<file path="config.mk">
export PLATFORM = sky130hd
export DESIGN_NAME = wb_port_arbiter_flat
export DESIGN_NICKNAME = d
export VERILOG_FILES = /design/src/rtl/wb_port_arbiter_if.sv /design/src/rtl/wb_port_arbiter.sv /design/src/flat_wrapper.sv
export SDC_FILE = /design/constraint.sdc
export NUM_CORES = 1
export LEC_CHECK = 0
export ABC_AREA = 1
export CAP_MARGIN = 20
export CORE_MARGIN = 4
export CORE_UTILIZATION = 45
export DETAILED_ROUTE_END_ITERATION = 8
export GPL_TIMING_DRIVEN = 0
export PLACE_DENSITY = 0.73
export SLEW_MARGIN = 30
export SYNTH_ARGS = -nofsm -noshare
export SYNTH_HDL_FRONTEND = slang
export SYNTH_SLANG_ARGS = --single-unit
</file>
<file path="constraint.sdc">
create_clock -name clk -period 1.9 [get_ports clk]
set_clock_uncertainty 0.1 [all_clocks]
set_input_delay 0.38 -clock clk [delete_from_list [all_inputs] [get_ports clk]]
set_output_delay 0.38 -clock clk [all_outputs]
set_load 0.02 [all_outputs]
</file>
<file path="src/rtl/wb_port_arbiter_if.sv">
// Bundle of the pipeline writeback, aux result and register-file write signals
// around wb_port_arbiter. The arbiter takes the slave view; its driver takes the master view.
interface wb_port_arbiter_if;
    logic        pipe_we;
    logic [4:0]  pipe_rd;
    logic [31:0] pipe_wdata;
    logic        stall_o;
    logic        aux_valid;
    logic [4:0]  aux_rd;
    logic [31:0] aux_wdata;
    logic        aux_ready;
    logic        aux_drop;
    logic        rf_we;
    logic [4:0]  rf_rd;
    logic [31:0] rf_wdata;
    logic [15:0] force_cnt;

    modport slave (
        input  pipe_we, pipe_rd, pipe_wdata, aux_valid, aux_rd, aux_wdata,
        output stall_o, aux_ready, aux_drop, rf_we, rf_rd, rf_wdata, force_cnt
    );

    modport master (
        output pipe_we, pipe_rd, pipe_wdata, aux_valid, aux_rd, aux_wdata,
        input  stall_o, aux_ready, aux_drop, rf_we, rf_rd, rf_wdata, force_cnt
    );
endinterface

</file>
<file path="src/rtl/wb_port_arbiter.sv">
// Shares the register-file write port between the pipeline writeback stream
// and a single buffered aux result. A starvation guard forces a one-cycle pipeline stall.
module wb_port_arbiter #(
    parameter int unsigned MAX_WAIT = 8
) (
    input  logic              clk,
    input  logic              rst_n,
    wb_port_arbiter_if.slave  bus,
    output logic [1:0]        state_o
);
    // Handshake: an aux transfer occurs at a posedge where aux_valid && aux_ready;
    // aux_ready depends only on registered state, never on aux_valid.
    typedef enum logic [1:0] {
        S_IDLE  = 2'd0,
        S_PEND  = 2'd1,
        S_FORCE = 2'd2
    } state_t;

    localparam logic [7:0] WAIT_LAST = 8'(MAX_WAIT - 1);

    state_t      state_q;
    logic [7:0]  wait_q;
    logic [4:0]  ent_rd_q;
    logic [31:0] ent_data_q;
    logic        rf_we_q;
    logic [4:0]  rf_rd_q;
    logic [31:0] rf_wdata_q;
    logic        drop_q;
    logic [15:0] force_q;

    logic pipe_busy;
    logic same_rd;

    assign pipe_busy = bus.pipe_we && (bus.pipe_rd != 5'd0);
    assign same_rd   = (bus.pipe_rd == ent_rd_q);

    always_ff @(posedge clk or negedge rst_n) begin
        if (!rst_n) begin
            state_q    <= S_IDLE;
            wait_q     <= 8'd0;
            ent_rd_q   <= 5'd0;
            ent_data_q <= 32'd0;
            rf_we_q    <= 1'b0;
            rf_rd_q    <= 5'd0;
            rf_wdata_q <= 32'd0;
            drop_q     <= 1'b0;
            force_q    <= 16'd0;
        end else begin
            drop_q <= 1'b0;
            case (state_q)
                S_IDLE: begin
                    // A pipeline write in the acceptance cycle is older than the aux entry.
                    rf_we_q    <= pipe_busy;
                    rf_rd_q    <= bus.pipe_rd;
                    rf_wdata_q <= bus.pipe_wdata;
                    if (bus.aux_valid && (bus.aux_rd != 5'd0)) begin
                        ent_rd_q   <= bus.aux_rd;
                        ent_data_q <= bus.aux_wdata;
                        wait_q     <= 8'd0;
                        state_q    <= S_PEND;
                    end
                end
                S_PEND: begin
                    if (!pipe_busy) begin
                        rf_we_q    <= 1'b1;
                        rf_rd_q    <= ent_rd_q;
                        rf_wdata_q <= ent_data_q;
                        ent_rd_q   <= 5'd0;
                        ent_data_q <= 32'd0;
                        state_q    <= S_IDLE;
                    end else begin
                        rf_we_q    <= 1'b1;
                        rf_rd_q    <= bus.pipe_rd;
                        rf_wdata_q <= bus.pipe_wdata;
                        if (same_rd) begin
                            // Pipeline value is newer; the buffered result is stale.
                            drop_q     <= 1'b1;
                            ent_rd_q   <= 5'd0;
                            ent_data_q <= 32'd0;
                            state_q    <= S_IDLE;
                        end else if (wait_q == WAIT_LAST) begin
                            state_q <= S_FORCE;
                        end else begin
                            wait_q <= wait_q + 8'd1;
                        end
                    end
                end
                S_FORCE: begin
                    // Pipeline is frozen this cycle, so its write is re-presented next cycle.
                    rf_we_q    <= 1'b1;
                    rf_rd_q    <= ent_rd_q;
                    rf_wdata_q <= ent_data_q;
                    ent_rd_q   <= 5'd0;
                    ent_data_q <= 32'd0;
                    if (force_q != 16'hFFFF) begin
                        force_q <= force_q + 16'd1;
                    end
                    state_q <= S_IDLE;
                end
                default: begin
                    state_q <= S_IDLE;
                end
            endcase
        end
    end

    assign bus.stall_o   = (state_q == S_FORCE);
    assign bus.aux_ready = (state_q == S_IDLE);
    assign bus.aux_drop  = drop_q;
    assign bus.rf_we     = rf_we_q;
    assign bus.rf_rd     = rf_rd_q;
    assign bus.rf_wdata  = rf_wdata_q;
    assign bus.force_cnt = force_q;
    assign state_o       = state_q;
endmodule
</file>
<file path="src/flat_wrapper.sv">
// flat-port wrapper written by rule: the top's interface ports become plain ports
module wb_port_arbiter_flat 
#(
    parameter int unsigned MAX_WAIT = 8
)
  (clk, rst_n, state_o, bus_pipe_we, bus_pipe_rd, bus_pipe_wdata, bus_aux_valid, bus_aux_rd, bus_aux_wdata, bus_stall_o, bus_aux_ready, bus_aux_drop, bus_rf_we, bus_rf_rd, bus_rf_wdata, bus_force_cnt);
  wb_port_arbiter_if bus_i ();
  input  logic clk;
  input  logic rst_n;
  output logic [1:0] state_o;
  input wire logic [$bits(bus_i.pipe_we)-1:0] bus_pipe_we;
  input wire logic [$bits(bus_i.pipe_rd)-1:0] bus_pipe_rd;
  input wire logic [$bits(bus_i.pipe_wdata)-1:0] bus_pipe_wdata;
  input wire logic [$bits(bus_i.aux_valid)-1:0] bus_aux_valid;
  input wire logic [$bits(bus_i.aux_rd)-1:0] bus_aux_rd;
  input wire logic [$bits(bus_i.aux_wdata)-1:0] bus_aux_wdata;
  output wire logic [$bits(bus_i.stall_o)-1:0] bus_stall_o;
  output wire logic [$bits(bus_i.aux_ready)-1:0] bus_aux_ready;
  output wire logic [$bits(bus_i.aux_drop)-1:0] bus_aux_drop;
  output wire logic [$bits(bus_i.rf_we)-1:0] bus_rf_we;
  output wire logic [$bits(bus_i.rf_rd)-1:0] bus_rf_rd;
  output wire logic [$bits(bus_i.rf_wdata)-1:0] bus_rf_wdata;
  output wire logic [$bits(bus_i.force_cnt)-1:0] bus_force_cnt;
  assign bus_i.pipe_we = bus_pipe_we;
  assign bus_i.pipe_rd = bus_pipe_rd;
  assign bus_i.pipe_wdata = bus_pipe_wdata;
  assign bus_i.aux_valid = bus_aux_valid;
  assign bus_i.aux_rd = bus_aux_rd;
  assign bus_i.aux_wdata = bus_aux_wdata;
  assign bus_stall_o = bus_i.stall_o;
  assign bus_aux_ready = bus_i.aux_ready;
  assign bus_aux_drop = bus_i.aux_drop;
  assign bus_rf_we = bus_i.rf_we;
  assign bus_rf_rd = bus_i.rf_rd;
  assign bus_rf_wdata = bus_i.rf_wdata;
  assign bus_force_cnt = bus_i.force_cnt;
  wb_port_arbiter #(.MAX_WAIT(MAX_WAIT)) u_core (.clk(clk), .rst_n(rst_n), .bus(bus_i), .state_o(state_o));
endmodule
</file>
==> results_dict.tcl, run 1 <==
set metrics [dict create \
    status "complete, no violations" \
    die_x_um 114.3 \
    worstPathMaxFanout 5 \
    async_flop_share_pct 100.0 \
    tightest_slew_ns 0.4580 \
    clock_path_buffers 2 \
    peakVddDrop_v 0.0008192 \
    drt_iter0_markers 284 \
    dr.pass1.iters 5 \
    nets 855 \
    root_buffer "clkbuf_16" \
    p_int_mw 6.444 \
    yosysWarnings 0 \
    setup_violations 0 \
    cp.required_ns 1.42 \
    routedWlPerCell_um 15.68 \
    syn-cell-area_um2 5085 \
    crit_buf_inv 1 \
    initial_core_util_pct 46.50 \
    hold_path_class "in2reg" \
    syn_area_per_cell_um2 8.336 \
    min_period_over_period_pct 98.39 \
    power_density_nw_per_um2 1550 \
    diodes 0 \
    p_clk_share_pct 16.2 \
    grt_pass1_vias 4820 \
    synthFlopType "dfrtp_1" \
    synth_edf_count 0 \
    power_frac_seq_pct 31.5 \
    p_switching_mw 4.666 \
    antenna_left 0 \
    synth.yosys.seq_area_share_pct 50.20 \
    die_h_um 114.3 \
    fin_setup_tns_ns 0 \
    max_freq_mhz 535.0 \
    worstSetupPathType "reg2out" \
    worstPathArrival_ns 1.39 \
    syn_nets 695 \
    io_pins 137 \
    power_frac_comb_pct 52.2 \
    cpPeakStageDelay_ns 0.63 \
    portBuffers 136 \
    ys_seq_elements 102 \
    start_kind "flop" \
    grt_overflow_total 0 \
    syn_to_final_growth_pct 40.99 \
    min_period_ns 1.869 \
    leakagePower_nw 3.344 \
    numCtsBuffers 9 \
    p_total_mw 11.11 \
    clk_pin_slew_ns 0.07 \
    ys_types 28 \
    cp_top_family "buffers and inverters" \
    wl_um 14340 \
    hold-worst-slack_ns 0.3026 \
    h-tree-depth 3 \
    grt_max_degree 67 \
    track_usage_pct 22.10 \
    antenna_found_initial 1 \
    cts_tree "done" \
    gp_congestion 0.8644 \
    pre_cts_slack_ns -0.3679 \
    fin_cells 915 \
    grt_pass1_wl_um 23430 \
    maxSlewHeadroom_pct 69.47 \
    max_cap_viol_count 0 \
    vias 4847 \
    synthCells 610 \
    clock_sinks 102 \
    placed_cells 887 \
    end_kind "output port" \
    hpwl_um 10520 \
    slowest_stage "clkdlybuf4s50_1" \
    via_per_inst 5.297 \
    clock_latency_ns 0.34 \
    cp_cell_sequence "clkdlybuf4s50_1" \
    drive_gt1_share_pct 14.71 \
    die-area_um2 13060 \
    switching_share_pct 42.00 \
    finalWorstSetupSlack_ns 0.03067 \
    finalHoldViolCount 0 \
    r2r_slack_ns 0.08 \
    fillers 917 \
    core_um2 10940 \
    slew_violations 0 \
    drc 0 \
    rows 38 \
]
[synthesized netlist by cell type, types with 2 or more instances]
master    number  area [µm²]
nand2_2        5       31.28
o21ai_2       30       262.8
buf_4          6       45.04
xnor2_1        2       17.52
inv_2          5       18.77
buf_2          4       20.02
o21ai_1       10       50.05
xor2_1        11       96.34
clkbuf_1      14       52.55
nand3_1       60       300.3
dfrtp_1      102        2552
nand2_1      146       548.0
ha_1           7       87.58
o21ai_0        9       45.04
inv_1         28       105.1
nor3_1         9       45.04
nand4_1        5       31.28
a21oi_1       77       385.4
buf_6          7       78.83
nor2_1        65       244.0
[through the flow]
stage	utilization [%]	cell area [µm²]
floorplan	-	5085
global placement	60.55	6621
detailed placement	60.81	6650
CTS	63.91	6989
global route	65.56	7169
finish	65.56	7169
[power groups by stage]
stage | clock, mW | combinational [mW] | sequential [mW]
floorplan | 0 | 2.80 | 3.97
global placement | 0 | 5.15 | 3.50
detailed placement | 0 | 5.33 | 3.52
CTS | 1.84 | 5.44 | 3.49
global route | 1.92 | 6.33 | 3.59
finish | 1.81 | 5.80 | 3.50
[tightest hold or removal path, stage by stage]
cell and delay (ns):
dlymetal6s2s_1 0.12, a21oi_1 0.08, a21oi_1 0.11
[repair_timing]
action / in CTS / in global routing
endpoints found under the setup margin: 77 / 94
setup buffers: 1 / 8
gates resized for setup: 25 / 34
endpoints found under the hold margin: 36 / 0
cloned: 0 / 2
pin swaps: 1 / 5
hold buffers: 1 / 0
[cell usage in the layout, fill, tap and decap left out, types with 11 or more instances in the layout]
master / netlist / routed
nand2_1: 146 / 145
clkdlybuf4s50_1: 0 / 120
dfrtp_1: 102 / 100
a21oi_1: 77 / 77
nor2_1: 65 / 64
nand3_1: 60 / 59
o21ai_2: 30 / 30
inv_1: 28 / 27
buf_4: 6 / 12
xor2_1: 11 / 11
[path summary, 6_finish.rpt]
kind	startpoint	end	depth (start not counted)
max	u_core.bus.force_cnt[3]$_DFFE_PN0P_	bus_force_cnt[3]	1
min	bus_pipe_rd[3]	u_core.bus.rf_rd[3]$_DFFE_PN0N_	3
max reg2reg	u_core.bus.force_cnt[0]$_DFFE_PN0P_	u_core.bus.force_cnt[8]$_DFFE_PN0P_	9
min reg2reg	u_core.ent_data_q[6]$_DFFE_PN0P_	u_core.ent_data_q[6]$_DFFE_PN0P_	2
max in group asynchronous	rst_n	u_core.bus.rf_wdata[19]$_DFFE_PN0N_	3
min in group asynchronous	rst_n	u_core.wait_q[3]$_DFFE_PN0P_	2
[state kept, by name (all words and copies together), names as in the netlist]
| name | flops |
|---|---|
| u_core.bus.force_cnt | 16 |
| u_core.state_o | 2 |
| u_core.bus.rf_we | 1 |
| u_core.bus.rf_rd | 5 |
| u_core.bus.aux_drop | 1 |
| u_core.wait_q | 8 |
| u_core.ent_rd_q | 5 |
| u_core.ent_data_q | 32 |
| u_core.bus.rf_wdata | 32 |
[logic make-up after synthesis]
logic type               synth area share (%)
AO/OA/AOI/OAI                           14.94
adder cells (fa/ha/maj)                 1.722
flip-flops                              50.20
buffers and inverters                   6.373
XOR/XNOR                                2.239
AND/OR/NAND/NOR                         24.53
[layer usage]
metal,global-route usage (%),wire length [µm]
met1,29.95,6182
met2,35.32,6869
met3,4.651,886
met4,7.759,391
met5,0,13
[area by class of cell]
cell class / instances / area (µm²) / share of cell area, %
Clock inverter: 5 / 40.04 / 0.5585
Tap cell: 140 / 175.2 / 2.443
Buffer: 32 / 245.2 / 3.421
Timing Repair Buffer: 149 / 1521 / 21.22
Clock buffer: 11 / 252.7 / 3.525
Sequential cell: 102 / 2555 / 35.64
Inverter: 33 / 126.4 / 1.763
Multi-Input combinational cell: 443 / 2253 / 31.43
(Power assumes the default switching activity.)
==> run 2, diff against run 1 <==
--- a/config.mk
+++ b/config.mk
@@ -10,6 +10,7 @@
 export CORE_MARGIN = 4
 export CORE_UTILIZATION = 45
 export DETAILED_ROUTE_END_ITERATION = 8
+export GPL_ROUTABILITY_DRIVEN = 0
 export GPL_TIMING_DRIVEN = 0
 export PLACE_DENSITY = 0.73
 export SLEW_MARGIN = 30
==> results of run 2 <==
No change in the layout: final DEF, timing and power equal those of run 1.
==> run 3, diff against run 2 <==
--- a/config.mk
+++ b/config.mk
@@ -8,11 +8,11 @@
 export ABC_AREA = 1
 export CAP_MARGIN = 20
 export CORE_MARGIN = 4
-export CORE_UTILIZATION = 45
+export CORE_UTILIZATION = 40
 export DETAILED_ROUTE_END_ITERATION = 8
 export GPL_ROUTABILITY_DRIVEN = 0
 export GPL_TIMING_DRIVEN = 0
-export PLACE_DENSITY = 0.73
+export PLACE_DENSITY = 0.66
 export SLEW_MARGIN = 30
 export SYNTH_ARGS = -nofsm -noshare
 export SYNTH_HDL_FRONTEND = slang
==> run 3 against run 2 <==
Effect of this change:
- global-route usage fell by 2.2 points
- core utilization fell by 6.4 points
- non-clock buffer count rose by 1
- count of clock-buffer cells in the layout fell by 1
- highest routed layer is now met4
==> results_dict.tcl, run 3 (synthesis gave the netlist of run 1 again) <==
set metrics [dict create \
    status "complete, no violations" \
    io_pins 137 \
    rsz0062_at_grt "true" \
    max_cap_viol_count 0 \
    clock_latency_ns 0.34 \
    hp-start "bus_pipe_rd[3]" \
    p_int_mw 6.367 \
    clock_sinks 102 \
    cpPeakStageDelay_ns 0.45 \
    multi_input_area_um2 2273 \
    whs_endpoint "u_core.bus.rf_rd[3]$_DFFE_PN0N_" \
    p_clk_share_pct 15.3 \
    clk_pin_slew_ns 0.06 \
    worstPathArrival_ns 1.40 \
    power_frac_comb_pct 52.8 \
    clock_path_buffers 2 \
    slew_violations 0 \
    regArea_um2 2555 \
    routedWlPerCell_um 15.48 \
    dr.pass1.iters 5 \
    slowest_stage "dfrtp_2" \
    core_um2 12210 \
    numCtsBuffers 9 \
    final_cell_mix "nand2_1, clkdlybuf4s50_1, dfrtp_1" \
    wl_um 14620 \
    hpwl_um 10700 \
    min_period_ns 1.875 \
    power_density_nw_per_um2 1521 \
    r2r_slack_ns 0.06 \
    pre_cts_slack_ns -0.3792 \
    peakVddDrop_v 0.0008504 \
    drc 0 \
    h-tree-depth 3 \
    min_period_over_period_pct 98.70 \
    grt_overflow_total 0 \
    initial_core_util_pct 41.64 \
    nets 857 \
    worstReg2RegStart "u_core.state_o[1]$_DFFE_PN0P_" \
    worstSetupPathType "reg2out" \
    cp_cell_sequence "inv_2, ha_2, clkdlybuf4s15_2" \
    antenna_left 0 \
    track_usage_pct 19.86 \
    die_x_um 120.8 \
    setup_violations 0 \
    finalHoldViolCount 0 \
    grt_pass1_vias 4643 \
    syn_to_final_growth_pct 42.00 \
    fin_setup_tns_ns 0 \
    switching_share_pct 42.04 \
    root_buffer "clkbuf_16" \
    power_frac_seq_pct 31.9 \
    tightest_slew_ns 0.5035 \
    crit_buf_inv 2 \
    drt_iter0_markers 385 \
    finalWorstSetupSlack_ns 0.02469 \
    r2r_cells 10 \
    worstPathMaxFanout 6 \
    via_per_inst 5.043 \
    portBuffers 136 \
    timing.rr.end "u_core.wait_q[4]$_DFFE_PN0P_" \
    vias 4761 \
    end_kind "output port" \
    die_h_um 120.8 \
    p_total_mw 10.99 \
    min_path_cells 3 \
    p_switching_mw 4.618 \
    drive_gt1_share_pct 15.35 \
    leakagePower_nw 3.348 \
    final_common_cell "nand2_1" \
    die-area_um2 14580 \
    grt_max_degree 68 \
    rows 40 \
    crit_start "u_core.state_o[0]$_DFFE_PN0P_" \
    cts_tree "done" \
    hold_path_class "in2reg" \
    start_kind "flop" \
    cp.required_ns 1.42 \
    antenna_found_initial 0 \
    max_freq_mhz 533.2 \
    fillers 1146 \
    hold-worst-slack_ns 0.3500 \
    cp_top_family "flip-flops" \
    maxSlewHeadroom_pct 66.43 \
    grt_pass1_wl_um 23360 \
]
run 3: stage by stage:
stage,cell area (µm²),std cells,util (%)
6_report,7221,944,59.13
5_1_grt,7218,943,59.11
4_1_cts,7014,933,57.44
3_5_place_dp,6685,915,54.74
3_3_place_gp,6656,914,54.51
2_1_floorplan,5085,610,-
run 3: worst max path at each step:
stage / end / cells past startpoint
floorplan: u_core.bus.rf_rd[4]$_DFFE_PN0N_ / 6
global placement: u_core.bus.rf_wdata[17]$_DFFE_PN0N_ / 1
detailed placement: u_core.bus.rf_wdata[12]$_DFFE_PN0N_ / 8
CTS: bus_stall_o / 3
global route: bus_aux_ready / 3
finish: bus_aux_ready / 3
run 3: metal layers:
metal / global-route usage (%) / part of all wire (%)
met1: 25.85 / 44
met5: 0 / 0
met4: 5.666 / 1.9
met2: 32.41 / 48
met3: 5.613 / 6.5
run 3: tightest hold or removal path, cell delays in order:
cell	delay (ns)
dlymetal6s2s_1	0.15
a21oi_1	0.09
a21oi_1	0.13
run 3: repair_timing:
action | in CTS | in global routing
pin swaps | 1 | 5
gates cloned | 0 | 2
setup buffers | 3 | 8
hold endpoints to repair | 35 | 0
endpoints found under the setup margin | 78 | 90
gates resized for setup | 28 | 42
hold buffers | 1 | 0
run 3: final cells by class:
class | count | share of cell area, %
Tap cell | 168 | 2.911
Inverter | 33 | 1.785
Sequential cell | 102 | 35.38
Timing Repair Buffer | 150 | 21.23
Clock inverter | 4 | 0.3466
Buffer | 32 | 3.518
Multi-Input combinational cell | 444 | 31.48
Clock buffer | 10 | 3.310
Antenna cell | 1 | 0.03466
run 3: power by group through the flow:
stage	clock network, mW	logic, mW	registers, mW
finish	1.68	5.80	3.51
global route	1.81	6.31	3.62
CTS	1.72	5.49	3.49
detailed placement	0	5.32	3.52
global placement	0	5.19	3.50
floorplan	0	2.80	3.97
